<file path="config.mk">
export PLATFORM = sky130hd
export DESIGN_NAME = alu_reg_sequencer
export DESIGN_NICKNAME = d
export VERILOG_FILES = /design/src/rtl/alu_reg_sequencer.sv
export SDC_FILE = /design/constraint.sdc
export NUM_CORES = 1
export LEC_CHECK = 0
export ABC_CLOCK_PERIOD_IN_PS = 3900
export CAP_MARGIN = 0
export CORE_UTILIZATION = 48
export DETAILED_ROUTE_END_ITERATION = 16
export PLACE_DENSITY = 0.78
export SYNTH_ARGS = -nofsm -noshare
export SYNTH_HDL_FRONTEND = slang
export SYNTH_SLANG_ARGS = --single-unit
</file>
<file path="constraint.sdc">
create_clock -name clk -period 3.9 [get_ports clk]
set_clock_uncertainty 0.05 [all_clocks]
set_input_delay 0.975 -clock clk [delete_from_list [all_inputs] [get_ports clk]]
set_output_delay 0.975 -clock clk [all_outputs]
set_load 0.02 [all_outputs]
</file>
<file path="src/rtl/alu_reg_sequencer.sv">
// alu_reg_sequencer: instruction-driven controller around the 6-bit combinational ALU.
// Holds a 4 x W register file and accepts one instruction at a time over valid/ready.
// Loads retire in 2 cycles: IDLE, then DONE.
// ALU ops retire in 3 cycles: IDLE, then EXEC, then DONE.
// EXEC drives the ALU for exactly one cycle and writes the result back at its closing edge.
module alu_reg_sequencer #(
   parameter int NREG  = 4,
   parameter int W     = 6,
   parameter int CNT_W = 8
) (
   input  logic             clk,
   input  logic             rst_n,
   input  logic             clr,
   input  logic             ins_valid,
   output logic             ins_ready,
   input  logic             ins_ld,
   input  logic [3:0]       ins_op,
   input  logic [1:0]       ins_rd,
   input  logic [1:0]       ins_ra,
   input  logic [1:0]       ins_rb,
   input  logic [W-1:0]     ins_imm,
   output logic [3:0]       alu_s,
   output logic [W-1:0]     alu_a,
   output logic [W-1:0]     alu_b,
   output logic             alu_r,
   input  logic [W-1:0]     alu_o,
   input  logic             alu_cout,
   input  logic             alu_zero,
   output logic             done,
   output logic [W-1:0]     res,
   output logic             flag_c,
   output logic             flag_z,
   output logic [CNT_W-1:0] op_cnt,
   input  logic [1:0]       dbg_sel,
   output logic [W-1:0]     dbg_data
);

   typedef enum logic [1:0] {
      ST_IDLE = 2'd0,
      ST_EXEC = 2'd1,
      ST_DONE = 2'd2
   } state_t;

   state_t             state_q, state_d;
   logic [W-1:0]       regs_q [NREG];
   logic [W-1:0]       regs_d [NREG];
   logic [W-1:0]       res_q, res_d;
   logic               flag_c_q, flag_c_d;
   logic               flag_z_q, flag_z_d;
   logic [CNT_W-1:0]   op_cnt_q, op_cnt_d;
   logic [3:0]         op_q, op_d;
   logic [1:0]         rd_q, rd_d;
   logic [1:0]         ra_q, ra_d;
   logic [1:0]         rb_q, rb_d;
   logic               accept_s;

   // Handshake: only an idle controller that is not being cleared takes an instruction.
   always_comb begin
      ins_ready = 1'b0;
      if ((state_q == ST_IDLE) && !clr) begin
         ins_ready = 1'b1;
      end else begin
         ins_ready = 1'b0;
      end
      accept_s = ins_ready & ins_valid;
   end

   // Next-state and register-file update; clr overrides everything and drops any in-flight work.
   always_comb begin
      state_d  = state_q;
      regs_d   = regs_q;
      res_d    = res_q;
      flag_c_d = flag_c_q;
      flag_z_d = flag_z_q;
      op_cnt_d = op_cnt_q;
      op_d     = op_q;
      rd_d     = rd_q;
      ra_d     = ra_q;
      rb_d     = rb_q;
      if (clr) begin
         state_d  = ST_IDLE;
         for (int i = 0; i < NREG; i++) begin
            regs_d[i] = {W{1'b0}};
         end
         res_d    = {W{1'b0}};
         flag_c_d = 1'b0;
         flag_z_d = 1'b0;
         op_cnt_d = {CNT_W{1'b0}};
      end else begin
         case (state_q)
            ST_IDLE: begin
               if (accept_s) begin
                  if (ins_ld) begin
                     // Immediate load retires straight through DONE; flags and counter untouched.
                     regs_d[ins_rd] = ins_imm;
                     res_d          = ins_imm;
                     state_d        = ST_DONE;
                  end else begin
                     op_d    = ins_op;
                     rd_d    = ins_rd;
                     ra_d    = ins_ra;
                     rb_d    = ins_rb;
                     state_d = ST_EXEC;
                  end
               end else begin
                  state_d = ST_IDLE;
               end
            end
            ST_EXEC: begin
               // Operands were read from regs_q during EXEC, so rd aliasing ra/rb sees old values.
               regs_d[rd_q] = alu_o;
               res_d        = alu_o;
               flag_c_d     = alu_cout;
               flag_z_d     = alu_zero;
               op_cnt_d     = op_cnt_q + {{(CNT_W-1){1'b0}}, 1'b1};
               state_d      = ST_DONE;
            end
            ST_DONE: begin
               state_d = ST_IDLE;
            end
            default: begin
               state_d = ST_IDLE;
            end
         endcase
      end
   end

   // State and datapath registers.
   always_ff @(posedge clk or negedge rst_n) begin
      if (!rst_n) begin
         state_q  <= ST_IDLE;
         for (int i = 0; i < NREG; i++) begin
            regs_q[i] <= {W{1'b0}};
         end
         res_q    <= {W{1'b0}};
         flag_c_q <= 1'b0;
         flag_z_q <= 1'b0;
         op_cnt_q <= {CNT_W{1'b0}};
         op_q     <= 4'd0;
         rd_q     <= 2'd0;
         ra_q     <= 2'd0;
         rb_q     <= 2'd0;
      end else begin
         state_q  <= state_d;
         regs_q   <= regs_d;
         res_q    <= res_d;
         flag_c_q <= flag_c_d;
         flag_z_q <= flag_z_d;
         op_cnt_q <= op_cnt_d;
         op_q     <= op_d;
         rd_q     <= rd_d;
         ra_q     <= ra_d;
         rb_q     <= rb_d;
      end
   end

   // ALU drive: operands only during EXEC, ALU held in clear otherwise or while clr is high.
   always_comb begin
      alu_s = 4'd0;
      alu_a = {W{1'b0}};
      alu_b = {W{1'b0}};
      alu_r = 1'b1;
      if (state_q == ST_EXEC) begin
         alu_s = op_q;
         alu_a = regs_q[ra_q];
         alu_b = regs_q[rb_q];
         alu_r = clr;
      end else begin
         alu_r = 1'b1;
      end
   end

   // Status outputs straight from the registered state.
   always_comb begin
      done     = (state_q == ST_DONE);
      res      = res_q;
      flag_c   = flag_c_q;
      flag_z   = flag_z_q;
      op_cnt   = op_cnt_q;
      dbg_data = regs_q[dbg_sel];
   end

endmodule
</file>
### Word level (Yosys, flattened, before mapping)

Index checks and enable logic that the tools add are counted.

| storage, ports and cells | value |
|---|---|
| input port bits | 31 |
| register bits after elaboration | 52 |
| output and inout bits | 41 |
| word-level logic and storage cells | 80 |

| cells by class | value |
|---|---|
| add/sub/neg operators | 1 |
| magnitude comparators | 7 |
| equal/unequal tests | 4 |
| multiplexer cells | 38 |
| reductions and logical operators | 9 |
| bitwise gates (word level) | 8 |

Operator list:

| operator | number |
|---|---|
| $mux W6 | 13 |
| $mux W24 | 3 |
| $bwmux W24 | 2 |
| $pmux W24 S2 | 1 |
| $bmux W6 S2 | 3 |
| $demux W6 S2 | 2 |
| $mux W8 | 2 |
| $ge A3 B3 Y1 const B | 5 |
| $not A2 Y3 | 5 |
| $pmux W6 S2 | 1 |
| $add A8 B1 Y8 const B | 1 |
| $lt A3 B1 Y1 const B | 2 |
| $mux W1 | 6 |
| $mux W2 | 3 |
| $ne A3 B3 Y1 const B | 2 |
| $mux W4 | 1 |
| $pmux W2 S2 | 1 |
| $reduce_and A4 Y1 | 1 |
| $logic_and A1 B1 Y1 | 3 |
| $reduce_and A3 Y1 | 1 |
| $reduce_bool A3 Y1 | 1 |
| $eq A2 B1 Y1 const B | 1 |
| $eq A2 B2 Y1 const B | 1 |
| $logic_not A2 Y1 | 1 |
| 4 further kinds | 5 |

### Logic depth before layout (Yosys ltp)

Gate-level depths: netlist of the first run.

| logic depth | value |
|---|---|
| word-level depth | 10 |
| mapped depth | 6 |
| mapped depth without buffers | 5 |

### Worst setup path after synthesis of the first run

OpenSTA, ideal clock, no wires.

| path | value |
|---|---|
| path type | input to output |
| start | input dbg_sel[0] |
| end | output dbg_data[0] |
| buffers on the path | 1 |
| path slack | 950 ps |
| data required time | 2875 ps |
| stages on the path | 2 |
| arrival time | 1925 ps |
| cell sequence | clkbuf_1 -> mux4_2 |

| between the ends | value |
|---|---|
| word-level cells in the longest chain between the ends | 4 |

Ends and longest elaborated chain:

| item | RTL line | RTL |
|---|---|---|
| start, declared | 34 | `input logic [1:0] dbg_sel,` |
| $not A2 Y3 (implied by the code) | 180 | `dbg_data = regs_q[dbg_sel];` |
| $bmux W6 S2 | 180 |  |
| $mux W6 (implied by the code) (2 in series) | 180 |  |
| end, declared | 35 | `output logic [W-1:0] dbg_data` |

Every way passes these cells. The select of a mux whose other input is x is not followed.

### Worst setup path after layout of the first run

| path | value |
|---|---|
| start | input dbg_sel[0] |
| end | output dbg_data[5] |

Same word-level chain as after synthesis.

==> reports/qor.yml, run 1 <==
synthesis:
  syn_nets: 278
  synthesis.area_sq_um: 3017
  synth-seq-cells: 52
  ys_warn_count: 0
  synthDistinctLibCells: 38
  synth-seq-area-share_pct: 43.14
  syn_inst: 246
  synth.avg_cell_area_sq_um: 12.26
timing:
  worst_slack_ns: 0.2059
  slew_violations: 0
  fin_crit_sh_pct: 94.72
  tightest_slew_ns: 0.7552
  timing.fmax_ghz: 0.2707
  final-hold-violation-count: 0
  tns_ns: 0
  setup_violations: 0
  relSlewSlack_pct: 49.55
  finalCriticalPeriod_ns: 3.694
  rsz0062_at_grt: "false"
placement:
  hpwl_mm: 5.271
  pre_cts_ws_ns: 0.1982
  portBuffers: 71
  gp_congestion: 0.8728
  dpl_cell_area_sq_um: 3766
detailed_routing:
  wire_per_inst_microns: 17.26
  vias: 2283
  drc: 0
  totalWireLength_mm: 6.731
  drtIter0Drc: 125
  drtPass1Iterations: 4
  vias_per_cell: 5.854
  ant_nets: 0
clocking:
  ctsHtreeMaxLevel: 2
  cts_max_path_buffers: 2
  hold_buffers: 0
  path_clk_slew_ns: 0.09
  cts_resized: 0
  cts_buffers: 5
  cts_tree: "done"
  cts_root_buffer: "clkbuf_8"
  postCtsSetupRepairBufs: 0
  cts_sinks: 52
  insertion_delay_ns: 0.30
die:
  die_w_microns: 81.28
  fp.dieH_microns: 81.28
  core_sq_um: 5991
  io_pins: 72
  rows: 28
  start_util_pct: 50.36
  die_area_sq_um: 6606
final_layout:
  drive_gt1_share_pct: 24.13
  insertedDiodeCount: 0
  layout_commonest_cell: "clkdlybuf4s50_1"
  final_cell_mix: "70 x clkdlybuf4s50_1, 52 x dfrtp_1, 34 x mux2_2"
  fill_cells: 471
  fin_area_sq_um: 3877
  area_delta_synth_final_pct: 28.54
  nNetsFinal: 346
  utilization_pct: 64.72
global_routing:
  overflow: 0
  grt_pass1_wl_mm: 10.86
  grt_pass1_vias: 2130
  grt.total_usage_pct: 22.22
  grt_antenna_before_repair: 0
  grt_max_degree: 29
outcome:
  outcome: "complete, no violations"
setup_path:
  endpoint: "dbg_data[5]"
  cp_cell_sequence: "clkdlybuf4s50_1 -> buf_4 -> mux4_2 -> clkdlybuf4s50_1"
  r2r-start: "state_q[1]"
  r2r-end: "regs_q[8]"
  cpPeakStageDelay_ns: 0.56
  cp-end-kind: "primary output"
  path_buf_inv: 3
  start_kind: "primary input"
  startpoint: "dbg_sel[0]"
  crit_slowest_cell: "clkdlybuf4s50_1"
  reg2reg_slack_ns: 1.49
  crit_cells: 4
  crit_type: "in2out"
  arrival_ns: 2.67
  worst_ep_required_time_ns: 2.87
  cp_max_fo: 6
  reg2reg_depth: 5
  crit_top_cell: "clkdlybuf4s50_1"
  crit_family: "buffers and inverters"
min_path:
  hold_depth: 1
  min-delay-path-class: "reg2reg"
power_and_ir_drop:
  p_sw_share_pct: 28.80
  netSwitchingPower_uw: 385.0
  vdd_ir_drop_max_uv: 211.2
  p_leak_uw: 0.001571
  p_int_uw: 951.8
  p_clk_share_pct: 27.6
  power_uw: 1337
  powerDensity_nw_per_um2: 344.8
  comb_power_share_pct: 23.5
  p_seq_share_pct: 48.9
run:
  drv_cap: 0
## worst register-to-register path: cells and delay by family (launching register included)
family          cells  cell delay [ns]
compound gates      1             0.52
simple gates        2             0.58
flops               1             0.49
buf+inv             1             0.26
mux                 1             0.41
## per-layer routing
metal,wire (microns),vias up,GRT usage (%),part of all wire (%)
met5,0,-,0,0
li1,-,1059,-,-
met4,131,0,7.143,1.9
met3,240,14,3.146,3.6
met1,2962,1138,29.52,44
met2,3396,72,37.33,50
## worst min-delay path by stage
stage,from,to
6_report,op_q[0],op_q[0]
5_1_grt,op_q[1],op_q[1]
4_1_cts,op_q[0],op_q[0]
3_5_place_dp,op_q[0],op_q[0]
3_3_place_gp,op_q[0],op_q[0]
2_1_floorplan,op_q[0],op_q[0]
## area by class of cell
| class | instances | area, sq um | share of cell area, % |
|---|---|---|---|
| well taps | 75 | 93.84 | 2.420 |
| repair buffers | 76 | 743.2 | 19.17 |
| clock buffers | 5 | 68.82 | 1.775 |
| clock inverters | 3 | 42.54 | 1.097 |
| inverters | 3 | 11.26 | 0.2904 |
| flip-flops and latches | 52 | 1301 | 33.56 |
| multi-input cells | 176 | 1617 | 41.69 |
## synthesized netlist by cell type, drive strengths merged
cell type | number | area (sq um)
xnor2 | 3 | 26.28
a22o | 3 | 26.28
or2b | 1 | 7.510
nand2 | 17 | 63.81
ha | 1 | 12.51
nor3 | 3 | 15.01
and2b | 1 | 7.510
a21oi | 2 | 10.01
mux2 | 34 | 382.9
or3 | 1 | 6.260
a221oi | 4 | 93.84
a31oi | 6 | 37.54
nor3b | 1 | 18.77
buf | 7 | 57.55
or2 | 2 | 12.51
and2 | 16 | 100.1
o22ai | 24 | 150.1
nand3 | 2 | 10.01
clkbuf | 8 | 30.03
xor2 | 2 | 17.52
o21bai | 1 | 7.510
mux4 | 18 | 405.4
inv | 3 | 11.26
nand2b | 12 | 75.07
nand4 | 2 | 12.51
nor2b | 1 | 8.760
dfrtp | 52 | 1301
nor2 | 12 | 61.31
nand3b | 2 | 15.01
o21ai | 2 | 10.01
nor4 | 2 | 12.51
o21ba | 1 | 10.01
## power by group through the flow
stage	Clock [uW]	Combinational, uW	Sequential, uW
global placement	0	308	661
floorplan	0	225	634
finish	369	314	654
detailed placement	0	315	666
CTS	371	316	655
global route	392	336	665
## through the flow
step / hold slack [ns] / cells
3_3_place_gp: 0.4295 / 382
6_report: 0.4604 / 390
3_5_place_dp: 0.4393 / 382
4_1_cts: 0.4619 / 390
2_1_floorplan: 0.4206 / 246
5_1_grt: 0.4793 / 390
## sequential cells by signal, indices dropped and copies added (netlist names), 2 cells and up
name and flops:
op_cnt 8, op_q 4, ra_q 2, rb_q 2, rd_q 2, regs_q 24
res 6, state_q 2
## cell families (layout without fill, tap and decap cells)
family,Yosys count,count (layout),share of synthesized area (%)
compound gates,43,43,11.45
xor+xnor,5,5,1.452
fa+ha+maj,1,1,0.4147
buf+inv,18,87,3.276
flops,52,52,43.14
mux,52,52,26.13
simple gates,75,75,14.14
Note: power is estimated with default switching activity, not from simulation.
==> inputs of run 2 (changes only) <==
--- a/config.mk
+++ b/config.mk
@@ -9,7 +9,8 @@
 export CAP_MARGIN = 0
 export CORE_UTILIZATION = 48
 export DETAILED_ROUTE_END_ITERATION = 16
-export PLACE_DENSITY = 0.78
+export PLACE_DENSITY = 0.86
+export REMOVE_ABC_BUFFERS = 1
 export SYNTH_ARGS = -nofsm -noshare
 export SYNTH_HDL_FRONTEND = slang
 export SYNTH_SLANG_ARGS = --single-unit
==> reports/qor.yml, run 2 (same netlist as run 1, synthesis figures left out) <==
timing:
  setup_violations: 0  # unchanged
  relSlewSlack_pct: 23.50  # -26 points
  fin_crit_sh_pct: 94.68  # about the same
  finalCriticalPeriod_ns: 3.692  # -0.001619 ns
  tns_ns: 0  # unchanged
  timing.fmax_ghz: 0.2708  # about the same
  slew_violations: 0  # unchanged
  rsz0062_at_grt: "false"
  final-hold-violation-count: 0  # unchanged
  worst_slack_ns: 0.2075  # +0.001619 ns
  tightest_slew_ns: 1.147  # +0.3923 ns
die:
  die_w_microns: 81.28  # unchanged
  start_util_pct: 50.36  # unchanged
  rows: 28  # unchanged
  core_sq_um: 5991  # unchanged
  die_area_sq_um: 6606  # unchanged
  fp.dieH_microns: 81.28  # unchanged
  io_pins: 72  # unchanged
power_and_ir_drop:
  powerDensity_nw_per_um2: 332.6  # -3.5%
  vdd_ir_drop_max_uv: 197.3  # -6.6%
  power_uw: 1285  # -3.9%
  p_leak_uw: 0.001561  # -0.63%
detailed_routing:
  totalWireLength_mm: 6.788  # +0.85%
  ant_nets: 0  # unchanged
  drtPass1Iterations: 5  # +1
  vias_per_cell: 5.902  # +0.83%
  drtIter0Drc: 143  # +14%
  drc: 0  # unchanged
  wire_per_inst_microns: 17.45  # +1.1%
  vias: 2296  # +0.57%
setup_path:
  cp-end-kind: "primary output"
  reg2reg_slack_ns: 1.75  # +0.26 ns
  r2r-start: "state_q[1]"
  crit_type: "in2out"
  arrival_ns: 2.67  # about the same
  r2r-end: "regs_q[7]"
  worst_ep_required_time_ns: 2.87  # about the same
  reg2reg_depth: 4  # -1
  cp_max_fo: 6  # unchanged
  start_kind: "primary input"
clocking:
  postCtsSetupRepairBufs: 0  # unchanged
  hold_buffers: 0  # unchanged
  cts_root_buffer: "clkbuf_8"
  path_clk_slew_ns: 0.09  # about the same
  cts_sinks: 52  # unchanged
  cts_tree: "done"
  insertion_delay_ns: 0.31  # about the same
  cts_buffers: 5  # unchanged
  ctsHtreeMaxLevel: 2  # unchanged
  cts_max_path_buffers: 2  # unchanged
  cts_resized: 0  # unchanged
min_path:
  hp-start: "op_q[0]"
  min-delay-path-class: "reg2reg"
  hold_depth: 1  # unchanged
  whs_endpoint: "op_q[0]"
outcome:
  outcome: "complete, no violations"
global_routing:
  overflow: 0  # unchanged
  grt_pass1_vias: 2270  # +6.6%
  grt.total_usage_pct: 23.37  # +1.1 points
  grt_antenna_before_repair: 0  # unchanged
  grt_max_degree: 53  # +83%
  grt_pass1_wl_mm: 11.27  # +3.7%
final_layout:
  final_cell_mix: "70 x clkdlybuf4s50_1, 52 x dfrtp_1, 34 x mux2_2"
  area_delta_synth_final_pct: 28.12
  nNetsFinal: 345  # -0.29%
  fin_area_sq_um: 3865  # -0.32%
  insertedDiodeCount: 0  # unchanged
  fill_cells: 474  # +0.64%
  layout_commonest_cell: "clkdlybuf4s50_1"
  regMostFlops: "regs_q"
  largest_register_ffs: 24  # unchanged
  drive_gt1_share_pct: 23.57  # -0.56 points
placement:
  gp_congestion: 0.8243  # -5.6%
  dpl_cell_area_sq_um: 3771  # +0.13%
  portBuffers: 71  # unchanged
  pre_cts_ws_ns: 0.2115  # +0.01332 ns
  hpwl_mm: 5.137  # -2.5%
run:
  drv_cap: 0  # unchanged
run 2: cell types whose count changed in the layout (fill, tap and decap cells not counted), sizes merged:
cell | before | now
bufinv | 1 | 0
clkinv | 1 | 0
clkbuf | 5 | 7
buf | 6 | 5
run 2: worst max-delay path by stage:
stage                           from           to  slack, ns
after global routing      dbg_sel[0]  dbg_data[5]       0.15
final                     dbg_sel[0]  dbg_data[5]       0.21
after global placement    dbg_sel[0]  dbg_data[5]       0.20
after CTS                 dbg_sel[0]  dbg_data[5]       0.20
after floorplan                  clr        alu_r       1.12
after detailed placement  dbg_sel[0]  dbg_data[5]       0.21
run 2: worst max-delay path: stages:
cell,delay [ns]
clkdlybuf4s50_1,0.51
buf_12,0.14
mux4_2,0.49
clkdlybuf4s50_1,0.55
run 2: area by class of cell:
class | instances | area (sq um) | share of cell area, %
flip-flops and latches | 52 | 1301 | 33.67
clock buffers | 7 | 86.33 | 2.234
repair buffers | 75 | 748.2 | 19.36
inverters | 3 | 11.26 | 0.2914
multi-input cells | 176 | 1617 | 41.83
clock inverters | 1 | 7.507 | 0.1942
well taps | 75 | 93.84 | 2.428
run 2: stage by stage:
step	hold slack [ns]	instances	utilization (%)
floorplan	0.4206	231	-
global placement	0.4293	381	62.95
detailed placement	0.4352	381	62.95
CTS	0.4577	389	64.52
global route	0.4708	389	64.52
finish	0.4514	389	64.52
run 2: report_power, final:
part           leakage, uW  total (uW)  switching (uW)  internal [uW]
Clock            0.0000445         317             172            144
Sequential        0.000687         654            65.7            588
Combinational     0.000830         315             141            175
Total              0.00156        1290             378            907
run 2: layer usage:
metal / track usage [%] / share of wire (%) / wire [microns] / vias to the layer above
li1: - / - / - / 1062
met1: 30.26 / 42 / 2834 / 1126
met2: 38.08 / 50 / 3399 / 92
met3: 4.944 / 5.3 / 358 / 16
met4: 9.464 / 2.9 / 195 / 0
met5: 0 / 0 / 0 / -
==> inputs of run 3 (changes only) <==
==> config.mk (replaced) <==
export PLATFORM = sky130hd
export DESIGN_NAME = alu_reg_sequencer
export DESIGN_NICKNAME = d
export VERILOG_FILES = /design/src/rtl/alu_reg_sequencer.sv
export SDC_FILE = /design/constraint.sdc
export NUM_CORES = 1
export LEC_CHECK = 0
export CAP_MARGIN = 0
export CORE_UTILIZATION = 32
export DETAILED_ROUTE_END_ITERATION = 16
export PLACE_DENSITY = 0.64
export REMOVE_ABC_BUFFERS = 1
export SYNTH_ARGS = -nofsm -noshare
export SYNTH_HDL_FRONTEND = slang
export SYNTH_SLANG_ARGS = --single-unit
export TNS_END_PERCENT = 100
==> reports/qor.yml, run 3 (same netlist as run 1, synthesis figures left out) <==
outcome:
  outcome: "finished, violations left"
  violations: "design-rule violations"
final_layout:
  regMostFlops: "regs_q"
  layout_commonest_cell: "clkdlybuf4s50_1"
  largest_register_ffs: 24  # unchanged
  drive_gt1_share_pct: 24.13  # +0.56 points
  final_cell_mix: "70 x clkdlybuf4s50_1, 52 x dfrtp_1, 34 x mux2_2"
  insertedDiodeCount: 0  # unchanged
  area_delta_synth_final_pct: 30.57
  fin_area_sq_um: 3939  # +1.9%
  nNetsFinal: 346  # +0.29%
  fill_cells: 894  # +89%
  utilization_pct: 42.83  # -22 points
clocking:
  path_clk_slew_ns: 0.10  # about the same
  postCtsSetupRepairBufs: 0  # unchanged
  cts_resized: 0  # unchanged
  insertion_delay_ns: 0.31  # about the same
  cts_root_buffer: "clkbuf_8"
  cts_sinks: 52  # unchanged
  hold_buffers: 0  # unchanged
  cts_tree: "done"
  cts_max_path_buffers: 2  # unchanged
  cts_buffers: 5  # unchanged
  ctsHtreeMaxLevel: 2  # unchanged
global_routing:
  grt_pass1_wl_mm: 11.83  # +5.0%
  overflow: 0  # unchanged
  grt_antenna_before_repair: 0  # unchanged
  grt.total_usage_pct: 15.68  # -7.7 points
  grt_max_degree: 33  # -38%
  grt_pass1_vias: 2232  # -1.7%
detailed_routing:
  vias_per_cell: 5.209  # -12%
  drc: 2  # +2
  drtPass1Iterations: 10  # +5
  ant_nets: 0  # unchanged
  vias: 2219  # -3.4%
  drtIter0Drc: 148  # +3.5%
  wire_per_inst_microns: 17.24  # -1.2%
  totalWireLength_mm: 7.343  # +8.2%
power_and_ir_drop:
  p_leak_uw: 0.001576  # +0.97%
  powerDensity_nw_per_um2: 343.8  # +3.4%
  power_uw: 1354  # +5.4%
  vdd_ir_drop_max_uv: 174.3  # -12%
die:
  fp.dieH_microns: 99.09  # +22%
  io_pins: 72  # unchanged
  core_sq_um: 9196  # +54%
  die_area_sq_um: 9819  # +49%
  rows: 35  # +25%
  start_util_pct: 32.80  # -18 points
  die_w_microns: 99.09  # +22%
timing:
  setup_violations: 0  # unchanged
  fin_crit_sh_pct: 94.47  # -0.21 points
  tns_ns: 0  # unchanged
  final-hold-violation-count: 0  # unchanged
  tightest_slew_ns: 0.8380  # -0.3095 ns
  slew_violations: 0  # unchanged
  timing.fmax_ghz: 0.2714  # +0.22%
  hold_slack_ns: 0.4585  # +0.007056 ns
  relSlewSlack_pct: 44.02  # +21 points
  finalCriticalPeriod_ns: 3.684  # -0.008250 ns
  rsz0062_at_grt: "false"
min_path:
  min-delay-path-class: "reg2reg"
setup_path:
  start_kind: "primary input"
  cp-end-kind: "primary output"
  cp_max_fo: 6  # unchanged
  crit_type: "in2out"
  worst_ep_required_time_ns: 2.87  # about the same
  arrival_ns: 2.66  # about the same
placement:
  hpwl_mm: 5.627  # +9.5%
  gp_congestion: 0.7854  # -4.7%
  portBuffers: 71  # unchanged
  dpl_cell_area_sq_um: 3824  # +1.4%
run:
  drv_cap: 0  # unchanged
==> run 3: per-stage QoR <==
step	instances	worst slack (ns)
3_5_place_dp	418	0.2052
6_report	426	0.2158
3_3_place_gp	418	0.2035
5_1_grt	426	0.1711
2_1_floorplan	231	1.117
4_1_cts	426	0.2046
==> run 3: area by class of cell <==
class	count	area (sq um)	share of cell area [%]
Clock buffer	5	68.82	1.747
Tap cell	111	138.9	3.526
Inverter	3	11.26	0.2859
Timing Repair Buffer	76	755.7	19.19
Multi-Input combinational cell	176	1617	41.04
Sequential cell	52	1301	33.04
Clock inverter	3	46.29	1.175
==> run 3: where the power goes <==
part,switching [uW],total (uW),internal (uW)
Combinational,143,318,175
Clock,191,385,194
Sequential,62.8,651,588
Total,397,1350,957
==> run 3: worst paths after layout <==
check	start	to	slack (ns)	cells past startpoint
max	dbg_sel[0]	dbg_data[0]	0.22	4
min	op_q[3]	op_q[3]	0.46	1
max reg2reg	state_q[1]	regs_q[11]	1.34	5
min reg2reg	op_q[3]	op_q[3]	0.46	1
max in group asynchronous	rst_n	op_cnt[1]	2.38	2
min in group asynchronous	rst_n	rb_q[1]	0.66	1
==> run 3: routing by layer <==
layer | share of wire [%] | global-route usage [%]
met1 | 44 | 19.89
met2 | 51 | 27.70
met3 | 2.8 | 2.530
met4 | 1.4 | 4.525
met5 | 0 | 0
==> run 3: worst max-delay path: stages <==
cell	delay, ns
clkdlybuf4s50_1	0.50
buf_12	0.14
mux4_2	0.49
clkdlybuf4s50_1	0.55
